===== src/rtl/fft_pipe_pkg.sv =====
// fft_pipe_pkg: shared defaults, state type and lane helpers for the FFT output pipe
package fft_pipe_pkg;
  localparam int D_WIDTH_DEF = 64;
  localparam int LANES_DEF = 16;
  localparam int LANE_W = $clog2(LANES_DEF);
  typedef enum logic {EMPTY, BUSY} state_t;
  function automatic int bitrev(input int v, input int w);
    int r;
    r = 0;
    for (int i = 0; i < w; i++) r = r | (((v >> i) & 1) << (w - 1 - i));
    return r;
  endfunction
  function automatic int lane_lo(input int k, input int dw);
    return k * dw;
  endfunction
endpackage


===== src/rtl/fft_lane_sel.sv =====
// fft_lane_sel: combinational LANES:1 mux picking one D_WIDTH-bit lane of a parallel word
// data: LANES*D_WIDTH packed lanes (lane k at [k*D_WIDTH +: D_WIDTH]); sel: lane number; y: selected lane
module fft_lane_sel
  import fft_pipe_pkg::*;
#(
  parameter int D_WIDTH = D_WIDTH_DEF,
  parameter int LANES = LANES_DEF
) (
  input  logic [LANES*D_WIDTH-1:0]   data,
  input  logic [$clog2(LANES)-1:0]   sel,
  output logic [D_WIDTH-1:0]         y
);
  always_comb y = data[lane_lo(int'(sel), D_WIDTH) +: D_WIDTH];
endmodule


===== src/rtl/fft_lane_serializer.sv =====
// fft_lane_serializer: drains LANES-lane parallel words into a D_WIDTH sample stream, one lane per cycle
// clk, rst_n (sync, active-low); in_valid/in_ready/in_data: parallel word input;
// out_valid/out_ready/out_data/out_idx/out_last: serial sample output.
// FFT_SER_BITREV_EN defined: lanes leave in bit-reversed order; undefined: natural order.
module fft_lane_serializer
  import fft_pipe_pkg::*;
#(
  parameter int D_WIDTH = D_WIDTH_DEF,
  parameter int LANES = LANES_DEF
) (
  input  logic                       clk,
  input  logic                       rst_n,
  input  logic                       in_valid,
  output logic                       in_ready,
  input  logic [LANES*D_WIDTH-1:0]   in_data,
  output logic                       out_valid,
  input  logic                       out_ready,
  output logic [D_WIDTH-1:0]         out_data,
  output logic [$clog2(LANES)-1:0]   out_idx,
  output logic                       out_last
);
  localparam int LW = $clog2(LANES);
  state_t state, state_n;
  logic [LW-1:0] cnt, cnt_n, lane;
  logic [LANES*D_WIDTH-1:0] hold;
  logic [D_WIDTH-1:0] sel_data;
  logic last, in_hs, out_hs;
  assign last = cnt == LW'(LANES - 1);
  assign in_hs = in_valid & in_ready;
  assign out_hs = out_valid & out_ready;
`ifdef FFT_SER_BITREV_EN
  assign lane = LW'(bitrev(int'(cnt), LW));
`else
  assign lane = cnt;
`endif
  always_ff @(posedge clk) begin
    if (!rst_n) begin
      state <= EMPTY;
      cnt <= '0;
    end else begin
      state <= state_n;
      cnt <= cnt_n;
    end
  end
  always_ff @(posedge clk) if (in_hs) hold <= in_data;
  // cnt wraps to zero on the last beat, so an EMPTY return leaves it ready for the next word
  always_comb begin
    state_n = in_hs ? BUSY : (out_hs && last) ? EMPTY : state;
    cnt_n = in_hs ? '0 : cnt + LW'(out_hs);
  end
  // out_data is forced to zero while EMPTY so no stale lane is ever visible
  always_comb begin
    out_valid = state == BUSY;
    in_ready = rst_n & (!out_valid | (out_ready & last));
    out_data = out_valid ? sel_data : '0;
    out_idx = lane;
    out_last = out_valid & last;
  end
  fft_lane_sel #(.D_WIDTH(D_WIDTH), .LANES(LANES)) u_sel (
    .data(hold),
    .sel(lane),
    .y(sel_data)
  );
endmodule


===== config.mk =====
export PLATFORM = sky130hd
export DESIGN_NAME = fft_lane_serializer
export DESIGN_NICKNAME = d
export VERILOG_FILES = /design/src/rtl/fft_pipe_pkg.sv /design/src/rtl/fft_lane_sel.sv /design/src/rtl/fft_lane_serializer.sv
export SDC_FILE = /design/constraint.sdc
export NUM_CORES = 1
export LEC_CHECK = 0
export CAP_MARGIN = 10
export CELL_PAD_IN_SITES_DETAIL_PLACEMENT = 1
export CELL_PAD_IN_SITES_GLOBAL_PLACEMENT = 2
export CORE_AREA = 8 8 426 428
export DETAILED_ROUTE_END_ITERATION = 6
export DIE_AREA = 0 0 434 436
export PLACE_DENSITY_LB_ADDON = 0.1
export REMOVE_ABC_BUFFERS = 1
export SLEW_MARGIN = 40
export SYNTH_ARGS = -nofsm -noshare
export SYNTH_HDL_FRONTEND = slang
export SYNTH_SLANG_ARGS = --single-unit

===== constraint.sdc =====
create_clock -name clk -period 28.5 [get_ports clk]
set_clock_uncertainty 0.05 [all_clocks]
set_input_delay 2.85 -clock clk [delete_from_list [all_inputs] [get_ports clk]]
set_output_delay 2.85 -clock clk [all_outputs]
set_load 0.03 [all_outputs]

# Word-level counts from Yosys, hierarchy flattened
# Cells that the tools add are included.
# W data, S select, Z words.
[word_totals] regBits=1029 latch_bits=0 ram_bits=0 mem_bits_ro=0 input_bits=1028 out_inout_bits=71 elab_cells=20 memories=0
[classes] addsub=1 multipliers=0 div_mod_pow=0 magnitude_cmp=0 n_eq_ne=1 shifts=1 mux=3 n_bitwise=7 n_reduce_logical=4
[ops] op="$shiftx A1024 B11 Y64" count=1
[ops] op="$mux W64" count=1
[ops] op="$and A1 B1 Y1" count=5
[ops] op="$add A4 B1 Y4" count=1
[ops] op="$eq A4 B4 Y1 const B" count=1
[ops] op="$mux W1" count=2
[ops] op="$reduce_bool A2 Y1" count=1
[ops] op="$reduce_or A2 Y1" count=1
[ops] op="$logic_and A1 B1 Y1" count=1
[ops] op="$logic_not A1 Y1" count=1
[ops] op="$not A1 Y1" count=1
[ops] op="$or A1 B1 Y1" count=1

# Depth between registers and ports, before layout
[logic_depth] depth_word=6 ltp_mapped=7 mapped_depth_nobuf=5

# By module
# Synthesis repeated with hierarchy kept, for this count alone.
[hier_totals] hier_cells=1658 hier_area_um2=38879.8
[modules_own_cells] mod="fft_lane_serializer" instances=1 cells_per_inst=1122 area_each_um2=31435.1 seq_area_each_um2=30849.6
[modules_own_cells] mod="fft_lane_sel" instances=1 cells_per_inst=536 area_each_um2=7444.6 seq_area_each_um2=0.0

# Least setup slack after synthesis
# No wires, ideal clock.
[synth_path] kind="in2reg" startpoint="in out_ready" endpoint="reg hold[0], enable pin" setup_time_ns=1.542 arrival_ns=26.329 required_time_ns=26.908 setup_slack_ns=0.579 path_stages=3 n_path_buf=0 cell_sequence="nand2_1 > o21ai_1 > and3_1"
[synth_via] elab_chain_len=4
[synth_rtl] item="start: declaration" line="fft_lane_serializer.sv:17" text="input logic out_ready,"
[synth_rtl] item="$and A1 B1 Y1" line="fft_lane_serializer.sv:54" text="in_ready = rst_n & (!out_valid | (out_ready & last));"
[synth_rtl] item="$or A1 B1 Y1" line="fft_lane_serializer.sv:54"
[synth_rtl] item="$and A1 B1 Y1" line="fft_lane_serializer.sv:54"
[synth_rtl] item="$and A1 B1 Y1" line="fft_lane_serializer.sv:29" text="assign in_hs = in_valid & in_ready;"
[synth_rtl] item="net in_hs" line="fft_lane_serializer.sv:27" text="logic last, in_hs, out_hs;"
[synth_rtl] item="end signal: assignment" line="fft_lane_serializer.sv:45" text="always_ff @(posedge clk) if (in_hs) hold <= in_data;"
[synth_rtl] item="end: declaration" line="fft_lane_serializer.sv:25" text="logic [LANES*D_WIDTH-1:0] hold;"
# The timed path passes the listed nets, and every way through them passes these cells.
# A chain may end at the register's enable or synchronous reset.

# Final worst setup path
[layout_path] startpoint="reg cnt[0] (netlist: out_idx[0])" endpoint="out out_data[19]"
[layout_via] elab_chain_len=2
[layout_rtl] item="start: declaration" line="fft_lane_serializer.sv:24" text="logic [LW-1:0] cnt, cnt_n, lane;"
[layout_rtl] item="start signal: assignment" line="fft_lane_serializer.sv:42" text="cnt <= cnt_n;"
[layout_rtl] item="$shiftx A1024 B11 Y64" line="fft_lane_sel.sv:13" text="always_comb y = data[lane_lo(int'(sel), D_WIDTH) +: D_WIDTH];"
[layout_rtl] item="$mux W64" line="fft_lane_serializer.sv:55" text="out_data = out_valid ? sel_data : '0;"
[layout_rtl] item="end: declaration" line="fft_lane_serializer.sv:18" text="output logic [D_WIDTH-1:0] out_data,"
# No other way between the ends.

==> summary.md <==
| Metric | Value |
|---|---|
| Tcrit/Tclk final | 28.3% |
| Share of cells above drive strength 1 | 6.95% |
| Hold_ws | 0.690 ns |
| Post-Route Setup TNS | 0 ns |
| Post-Synth XOR/XNOR Area | less than 1% |
| Multiplexer area fraction after synthesis | about an eighth |
| CTS tree | yes |
| Average size of a mapped cell | ~19 um2 |
| Largest net degree at the start of global routing | just under 100 |
| Hold WC Path Type | reg2reg |
| RSZ-0062 raised after global routing | no |
| Required @ worst endpoint | 25.60 ns |
| Rel. slew slack | 43.5% |
| Outcome | complete, no violations |
| Power density cells | 62.7 mW/mm2 |
| CP max FO | 70 |
| Final net count | 4,285 |
| Sink Count | 1,029 |
| Leakage | 18.2 nW |
| Chip Width | 434 um |
| Post-synthesis compound-gate area fraction | 5.97% |
| Clock latency on the worst-skew pair | 0.73 ns |
| Post_cts resized | 0 |
| Netlist cell types | 29 |
| H-tree level count | 3 |
| Number of global-route vias before repair | ~27,000 |
| Die footprint | approximately 0.19 mm2 |
| Number of buffers created by CTS | 121 |
| Vias/cell | roughly 4.3 |
| Max Buffers Root-to-Sink | 3 |
| DP Area | roughly 0.053 mm2 |
| Global-route wire length before repair | 217,000 um |
| Rows | between 150 and 200 |
| #FFs+latches synth | 1,029 |
| Ys Warns | 0 |
| First-pass iteration count of the detailed router | 4 |
| Max Clk Rate | 124 MHz |
| Syn-to-layout area delta | 44.0% |
| Main combinational cell family by area after synthesis | multiplexers |
| Mapped Cells | approximately 2,100 |
| Setup violators final | 0 |
| Initial antenna violation count | 160 |
| # Post-CTS Setup Buffers | 0 |
| MaxCap Viol Count | 0 |
| Avg WL per Cell | 28.2 um |
| Post-Synthesis Cell Area | around 0.040 mm2 |
| Drt drc | 0 |
| Via Count | 24,500 |
| Post-synthesis adder-cell area fraction | 0.0627% |
| # hold bufs at CTS | 0 |
| Detailed router's first-iteration violation count | 1,418 |
| I/O pin count | 1,099 |
| Congestion Overflow GR | 0 |
| IO buf count | 1,098 |
| Max Slew Vio Count | 0 |
| CP Capture Type | output port |
| Final HPWL DP | 119,000 um |
| DRT antenna net count | 0 |
| Maximum VDD drop | 0.0000478 V |
| Initial core utilization | 22.8% |
| Core ar. | 0.175 mm2 |
| Routability congestion estimate | 0.834 |
| Register area share after synthesis | 77.3% |
| Crit path launch type | register |
| Die Height | 436 um |
| Post-synthesis simple-gate area fraction | 1.33% |
| Clock Root Buffer | clkbuf_16 |
| Fin crit period | 8.06 ns |
| CTS clk-pin slew, worst paths | 0.06 ns |
| Slew @ Worst Pin | 0.848 ns |
| Final Hold Viols | 0 |
| Worst path arrival time | 5.16 ns |
| CP Class | reg2out |
| Routed wire length | about 160,000 um |
| Final instance area | between 0.05 and 0.06 mm2 |
| GRT Total Usage | 16.3% |
[cell usage after synthesis]
master,n,area (um2)
mux2i_1,492,4920
buf_4,10,75.1
xnor2_1,1,8.76
dfxtp_1,5,100
nand2b_1,1,6.26
clkbuf_4,1,7.51
o21ai_1,21,105
nand3_1,1,5.00
buf_8,19,285
edfxtp_1,1024,30700
xor2_1,1,8.76
nor2_1,4,15.0
a21boi_0,2,15.0
buf_1,8,30.0
buf_6,27,304
a21bo_2,1,10.0
a221oi_1,1,8.76
a221oi_2,9,135
inv_1,2,7.51
mux4_2,10,225
a22oi_1,236,1770
nand2_1,121,454
buf_2,32,160
and2_1,5,31.3
o22ai_1,54,338
ha_1,2,25.0
clkbuf_1,28,105
and3_1,1,6.26
nor2b_1,2,12.5
[registers in the layout, summed over array words and instances (netlist names)]
| register | cells |
|---|---|
| hold | 1024 |
| out_valid | 1 |
| out_idx | 4 |
[layout by cell type, fill, tap and decap left out, types with 2 or more instances in the layout]
cell                n
and2_1              4
buf_4              10
edfxtp_1         1024
mux4_2             10
bufinv_16          15
clkbuf_1           25
clkinv_2           13
nand2_1           120
clkinv_4            2
clkdlybuf4s50_1  1098
buf_16              4
diode_2            45
buf_6              18
inv_6               4
clkbuf_16         125
buf_12              5
dfxtp_1             3
nor2b_4             2
clkinv_1           31
o21ai_1            21
mux2i_1           492
nor2_1              3
inv_1               2
ha_1                2
a21boi_0            2
a22oi_1           236
o22ai_1            54
clkinvlp_4          7
a221oi_2            9
[layer usage]
layer  track usage [%]  vias to the layer above  part of all wire (%)
met5                 0                        -                  0.18
met4              5.11                       46                   2.9
met3              4.82                      405                   5.8
met2              31.6                      831                    56
met1              16.5                    12300                    35
li1                  -                    10900                     -
[worst paths after layout]
kind,slack [ns],endpoint,cells after the start,startpoint
hold / removal,0.69,out_idx[3],2,out_idx[3]
setup reg to reg,22.77,hold[701],9,out_idx[0]
hold reg to reg,0.69,out_idx[3],2,out_idx[3]
setup / recovery,20.44,out_data[19],9,out_idx[0]
[kinds of logic after synthesis]
kind of cell | Yosys count
buf+inv | 127
mux | 502
compound gates | 324
xor+xnor | 2
fa+ha+maj | 2
flops | 1029
simple gates | 135
[worst max-delay path, stage by stage (launching register included)]
cell and delay [ns]:
dfxtp_4 0.79, buf_6 0.58, buf_12 0.20, buf_16 0.40, buf_6 0.61, mux2i_1 0.17, a22oi_1 0.22, nand2_1 0.08
o22ai_1 0.33, clkdlybuf4s50_1 0.86
[through the flow]
stage | total power (W) | instances | setup WS (ns) | util [%]
floorplan | 0.00201 | 1996 | -14.39 | -
global placement | 0.00207 | 5466 | 20.50 | 30.4
detailed placement | 0.00208 | 5472 | 20.86 | 30.5
CTS | 0.00367 | 5694 | 20.05 | 32.8
global route | 0.00373 | 5721 | 20.16 | 32.8
finish | 0.00361 | 5739 | 20.44 | 32.9
[final cells by class]
cell class              count  area [um2]
fillers                 18000      117000
flip-flops and latches   1029       30900
repair buffers           1136       11500
multi-input cells         965        8160
clock buffers             150        3220
well taps                2340        2930
clock inverters            72         737
diodes                     45         113
inverters                   2        7.51
[power breakdown]
group / leakage (nW) / internal [W] / switching, W / total (W)
sequential: 9.52 / 0.00173 / 0.0000169 / 0.00175
combinational: 6.81 / 0.000173 / 0.000119 / 0.000292
clock: 1.91 / 0.000929 / 0.000632 / 0.00156
total: 18.2 / 0.00284 / 0.000768 / 0.00361
Note: power is estimated with default switching activity, not from simulation.
